## src/rtl/fetch_pkg.sv

```systemverilog
// Shared defaults and state encoding for the instruction fetch unit.
package fetch_pkg;

  localparam int unsigned ADDR_W_DEF = 3;
  localparam int unsigned INST_W_DEF = 8;

  localparam logic [7:0] HALT_OPCODE_DEF = 8'hFF;

  typedef enum logic [1:0] {
    IDLE = 2'd0,
    RUN  = 2'd1,
    HALT = 2'd2
  } fetch_state_t;

endpackage

```

## src/rtl/inst_fetch.sv

```systemverilog
// Instruction fetch: PC, memory address mux and valid/ready output stage.
// Optional halt-on-opcode behaviour is enabled with FETCH_HALT_EN.
module inst_fetch
  import fetch_pkg::*;
#(
  parameter int unsigned ADDR_W = ADDR_W_DEF,
  parameter int unsigned INST_W = INST_W_DEF
`ifdef FETCH_HALT_EN
  , parameter logic [INST_W-1:0] HALT_OPCODE = INST_W'(HALT_OPCODE_DEF)
`endif
) (
  input  logic              clk,
  input  logic              rst,
  input  logic              en,
  input  logic              redirect_valid,
  input  logic [ADDR_W-1:0] redirect_addr,
  output logic [ADDR_W-1:0] imem_addr,
  input  logic [INST_W-1:0] imem_inst,
  output logic              out_valid,
  input  logic              out_ready,
  output logic [INST_W-1:0] out_inst,
  output logic [ADDR_W-1:0] out_pc,
  output logic              halted
);

  fetch_state_t      state, state_nxt;
  logic [ADDR_W-1:0] pc, pc_nxt;
  logic [ADDR_W-1:0] out_pc_nxt;
  logic              valid_nxt;
  logic              stall_c;
  logic              issue_c;
  logic [ADDR_W-1:0] addr_c;

  assign stall_c   = out_valid && !out_ready;
  assign imem_addr = addr_c;
  assign out_inst  = imem_inst;

  // Redirect wins; a stall re-reads the held word so out_inst stays stable.
  always_comb begin
    addr_c = pc;
    if (redirect_valid) begin
      addr_c = redirect_addr;
    end else if (stall_c) begin
      addr_c = out_pc;
    end
  end

`ifdef FETCH_HALT_EN
  logic halt_xfer_c;
  assign halt_xfer_c = out_valid && out_ready && (imem_inst == HALT_OPCODE);
  assign halted      = (state == HALT);
`else
  assign halted      = 1'b0;
`endif

  always_comb begin
    state_nxt  = state;
    pc_nxt     = pc;
    valid_nxt  = out_valid;
    out_pc_nxt = out_pc;
    issue_c    = 1'b0;

    case (state)
      IDLE: begin
        valid_nxt = 1'b0;
        if (en) begin
          issue_c   = 1'b1;
          state_nxt = RUN;
        end else if (redirect_valid) begin
          pc_nxt = redirect_addr;
        end
      end
      RUN: begin
        if (redirect_valid) begin
          issue_c = 1'b1;
`ifdef FETCH_HALT_EN
        end else if (halt_xfer_c) begin
          state_nxt = HALT;
          valid_nxt = 1'b0;
`endif
        end else if (stall_c) begin
          // hold pc, out_pc and out_valid until the word is taken
        end else if (en) begin
          issue_c = 1'b1;
        end else begin
          state_nxt = IDLE;
          valid_nxt = 1'b0;
        end
      end
`ifdef FETCH_HALT_EN
      HALT: begin
        valid_nxt = 1'b0;
        if (redirect_valid) begin
          issue_c   = 1'b1;
          state_nxt = RUN;
        end
      end
`endif
      default: begin
        state_nxt = IDLE;
        valid_nxt = 1'b0;
      end
    endcase

    // Issue: the word addressed now is presented next cycle.
    if (issue_c) begin
      valid_nxt  = 1'b1;
      out_pc_nxt = addr_c;
      pc_nxt     = addr_c + ADDR_W'(1);
    end
  end

  always_ff @(posedge clk or posedge rst) begin
    if (rst) begin
      state     <= IDLE;
      pc        <= '0;
      out_valid <= 1'b0;
      out_pc    <= '0;
    end else begin
      state     <= state_nxt;
      pc        <= pc_nxt;
      out_valid <= valid_nxt;
      out_pc    <= out_pc_nxt;
    end
  end

endmodule
```

## config.mk

```make
export PLATFORM = sky130hd
export DESIGN_NAME = inst_fetch
export DESIGN_NICKNAME = d
export VERILOG_FILES = /design/src/rtl/fetch_pkg.sv /design/src/rtl/inst_fetch.sv
export SDC_FILE = /design/constraint.sdc
export NUM_CORES = 1
export LEC_CHECK = 0
export CORE_MARGIN = 10
export CORE_UTILIZATION = 35
export CTS_BUF_LIST = sky130_fd_sc_hd__clkbuf_4
export DETAILED_ROUTE_END_ITERATION = 8
export PLACE_DENSITY = 0.8
export SYNTH_ARGS = -nofsm -noshare
export SYNTH_HDL_FRONTEND = slang
export SYNTH_SLANG_ARGS = --single-unit
```

## constraint.sdc

```tcl
create_clock -name clk -period 1.9 [get_ports clk]
set_input_delay 0.38 -clock clk [delete_from_list [all_inputs] [get_ports clk]]
set_output_delay 0.38 -clock clk [all_outputs]
set_load 0.02 [all_outputs]
```

=== Yosys cells after proc, flatten, opt, wreduce, memory -nomap -nowiden ===
Index checks and enable logic that the tools add are counted.

* Mux-type cells: 20
* Reduce and logical (&&, ||, !) cells: 8
* Equal/unequal tests: 9
* Add/subtract/negate cells: 1

{| class="wikitable"
|+ Operator list
! cell !! count
|-
| 3-bit two-way mux || 6
|-
| 3-bit inequality test (second input constant) || 3
|-
| 1-bit two-way mux || 8
|-
| 2-bit two-way mux || 4
|-
| 2-bit inequality test (second input constant) || 4
|-
| 3-bit AND reduction || 2
|-
| 2-bit one-hot mux with 2 select lines || 1
|-
| 4-bit AND reduction || 1
|-
| 2-bit nonzero test || 2
|-
| 3-bit by 1-bit adder with 3-bit output (second input constant) || 1
|-
| 2-bit by 1-bit equality test with 1-bit output (second input constant) || 1
|-
| 2-bit zero test || 1
|-
| 2-bit by 1-bit inequality test with 1-bit output (second input constant) || 1
|-
| 1-bit one-hot mux with 2 select lines || 1
|-
| 1-bit logical AND || 1
|-
| 1-bit zero test || 1
|}

* Register bits: 9
* Output and inout port bits: 16

=== Longest topological paths before layout ===
* Depth after elaboration: 7
* Depth in mapped cells: 7
* Gate-level depth less buffers: 6

=== Worst setup path before layout ===
Ideal clock, no wire load.

* Path type: register to register
* Start point: register out_valid
* End point: register pc[2]
* Data required time: 1,774 ps
* Setup time: 126 ps
* Cell stages (with the launch flop): 7
* Arrival: 1,687 ps
* Slack: 87 ps
* Cell sequence: dfrtp_1 -> nor2b_4 -> mux2i_1 -> a21oi_1 -> ha_1 -> xnor2_1 -> o21ai_1

* Elaborated cells on any way between the ends: 12
* Classes of those cells: add/sub: 1; eq/ne: 1; mux: 6; reduce/logical: 4

{| class="wikitable"
|+ RTL lines
! element !! RTL line !! source
|-
| start, declared || inst_fetch.sv:19 || <nowiki>output logic out_valid,</nowiki>
|-
| start signal, assigned || inst_fetch.sv:122 || <nowiki>out_valid <= valid_nxt;</nowiki>
|-
| 1-bit logical AND || inst_fetch.sv:34 || <nowiki>assign stall_c = out_valid && !out_ready;</nowiki>
|-
| 3-bit two-way mux || inst_fetch.sv:43 || <nowiki>end else if (stall_c) begin</nowiki>
|-
| 3-bit two-way mux || inst_fetch.sv:41 || <nowiki>if (redirect_valid) begin</nowiki>
|-
| net imem_addr[0] || inst_fetch.sv:17 || <nowiki>output logic [ADDR_W-1:0] imem_addr,</nowiki>
|-
| 3-bit by 1-bit adder with 3-bit output || inst_fetch.sv:109 || <nowiki>pc_nxt = addr_c + ADDR_W'(1);</nowiki>
|-
| 3-bit two-way mux || inst_fetch.sv:106 || <nowiki>if (issue_c) begin</nowiki>
|-
| end signal, assigned || inst_fetch.sv:121 || <nowiki>pc <= pc_nxt;</nowiki>
|-
| end, declared || inst_fetch.sv:27 || <nowiki>logic [ADDR_W-1:0] pc, pc_nxt;</nowiki>
|}

The timed path passes the listed nets, and every way through them passes these cells.
A chain may end at the register's enable or synchronous reset.

=== Final worst setup path ===
* Start point: register out_valid
* End point: output port imem_addr[1]

* Word-level cells in the longest chain between the ends: 3

{| class="wikitable"
|+ RTL lines
! element !! RTL line
|-
| 1-bit logical AND || inst_fetch.sv:34
|-
| 3-bit two-way mux || inst_fetch.sv:43
|-
| 3-bit two-way mux || inst_fetch.sv:41
|-
| end, declared || inst_fetch.sv:17
|}

Every way passes these cells.

==> results.yml <==
worst_setup_path:
  reg2reg_from: "out_valid"
  worstPathArrival_ns: 1.36
  r2r-end: "pc[2]"
  worstSetupPathType: "reg -> out"
  crit_path_end: "imem_addr[1]"
  crit_required_ns: 1.52
  cp-start-kind: "register"
  worst-r2r-cell-count: 7
  critPathMaxFanout: 5
  ff2ff_setup_slack_ns: 0.37
  cp-end-kind: "primary output"
  startpoint: "out_valid"
synthesis:
  synth_top_area_share: 0.352
  netlist_instances: 56
  synth_most_common_cell: "buf_4"
  synth_seq_area_share: 0.352
  ys_top_cells_by_count: "buf_4, dfrtp_1, inv_1"
  synth-seq-cells: 8
  syn_area_um2: 568
  synth_edf_count: 0
  synthArstFlopShare: 1.00
  synth.top_cells.by_area: "dfrtp_1, buf_4, o311ai_4"
  syn_avg_cell_area_um2: 10.1
  yosys_warnings: 0
  yosysUniqueCellTypes: 27
  synth_area_leader_cell: "dfrtp_1"
  syn_nets: 73
  synth_ff_type: "dfrtp_1"
power_and_ir_drop:
  power_leakage_nw: 0.355
  p_per_area_nw_per_um2: 838
  finalPower_uw: 633
  power_frac_seq: 0.364
  p_int_uw: 419
  switchingPower_uw: 214
  ir_worst_vdd_mv: 0.371
  pwr-share-comb: 0.436
  clkPwrFrac: 0.200
  p_sw_frac: 0.339
finish:
  drive_gt1_frac: 0.347
  syn_to_final_growth_pct: 33.0
  fin_cells: 91
  fin_util: 0.496
  nNetsFinal: 94
  diodes: 0
  design_area_um2: 756
routing:
  num_vias: 468
  wl_met3_um: 154
  detail-route-antenna-nets: 0
  first_iter_violations: 7
  dr.pass1.iters: 4
  top_layer: "met4"
  met1_length_um: 547
  met2_length_um: 721
  viasPerCell: 5.14
  drt_wl_total_mm: 1.45
  wl_per_cell_um: 15.9
  drc_errors: 0
global_routing:
  grt_pass1_vias: 523
  grt_pass1_wl_mm: 2.42
  grt_max_degree: 9
  track_usage: 0.0863
  antenna_found_initial: 0
  grt-ovfl-total: 0
clocking:
  clkSinkCount: 8
  cts_buffer_depth: 2
  worst_skew_pair.late_latency_ns: 0.25
  clk_pin_slew_worst_paths_ns: 0.05
  cts_htree_levels: 1
  cts_tree: "built"
  cts_hold_buffers: 0
  cts_root_buf: "clkbuf_4"
  cts_made_buffers: 3
timing:
  fmax_ghz: 0.576
  slew_violations: 0
  setup_viol: 0
  period_share: 0.914
  rsz0062_at_grt: "no"
  skew_ns: 0.00355
  hold_violations: 0
  fin_crit_ns: 1.74
hold_path:
  hold_class: "in -> async"
place:
  place_congestion: 0.782
  port_buffers: 14
  placed_area_um2: 728
  detailed_place_hpwl_mm: 1.19
  dp_cells: 87
floorplanning:
  core_um2: 1520
  die_x_um: 60.3
  dieArea_um2: 3630
  ioPinCount: 32
  fp-row-count: 14
  start_util: 0.373
  dieHeight_um: 60.3
outcome:
  outcome: "complete, no violations"
run:
  maxCapViolCount: 0
[state kept, by name, summed over array words and instances (netlist names)]
register / count
out_pc: 3
out_valid: 1
pc: 3
state: 1
[final cells by class]
type                       count  area [um2]
clock buffer                   3        22.5
inverter                       5        18.8
tap                           16        20.0
sequential                     8         200
multi-input combinational     32         265
timing repair buffer          27         229
fill                         135         768
[worst min-delay path by stage]
stage	end	depth (start not counted)	start	slack (ns)
5_1_grt	out_pc[2]	2	rst	0.44
6_report	out_pc[2]	2	rst	0.37
4_1_cts	out_pc[2]	2	rst	0.38
2_1_floorplan	out_pc[0]	1	rst	0.20
3_3_place_gp	pc[1]	2	pc[1]	0.49
3_5_place_dp	pc[2]	2	pc[2]	0.52
[repair_timing]
item                                    CTS  global route
pin swaps                                 0             0
hold endpoints to repair                  0             0
endpoints found under the setup margin    3             3
resized for setup                        17             2
setup buffers                             1             0
[critical path, stage by stage, from the launching register on]
cell and delay (ns):
dfrtp_1 0.38, nor2b_4 0.15, nand2b_1 0.17, a31oi_2 0.22
buf_4 0.18
[cell families (layout without fill, tap and decap cells)]
family	after synthesis	after routing	synth area share
xor+xnor	1	1	0.0154
buf+inv	16	35	0.192
simple gates	12	12	0.130
other cells	1	1	0.00660
flops	8	8	0.352
compound gates	15	15	0.245
fa+ha+maj	1	1	0.0220
mux	2	2	0.0374
[power by group through the flow]
stage               Clock [mW]  Combinational [mW]  Sequential [mW]
CTS                      0.132               0.279            0.230
global placement             0               0.266            0.231
global route             0.136               0.301            0.235
floorplan                    0               0.156            0.246
detailed placement           0               0.274            0.232
finish                   0.127               0.276            0.230
[per-stage QoR]
step	hold slack [ns]	setup WS, ns	setup TNS [ns]
after floorplan	0.196	0.0868	0
final	0.374	0.164	0
after detailed placement	0.515	-0.537	-2.08
after global routing	0.439	0.0964	0
after global placement	0.490	-0.465	-1.83
after CTS	0.383	0.000243	0
[cells in the final DEF, fill, tap and decap left out, drive strengths merged]
master,count
buf,16
clkdlybuf4s50,9
dfrtp,8
inv,5
nand2,4
nand2b,3
clkbuf,3
o21ai,3
a21oi,2
a32oi,2
nor2,2
nor2b,1
nand4bb,1
o311ai,1
nand3b,1
a22oi,1
mux2,1
xnor2,1
a31oi,1
mux2i,1
a211oi,1
a21o,1
o21a,1
o221ai,1
a221oi,1
ha,1
conb,1
dlygate4sd2,1
dlymetal6s2s,1
[per-layer routing]
metal / GRT usage / vias up
met3: 0.0381 / 2
li1: - / 225
met2: 0.149 / 17
met5: 0 / -
met4: 0.0417 / 0
met1: 0.0859 / 224
Note: power is estimated with default switching activity, not from simulation.
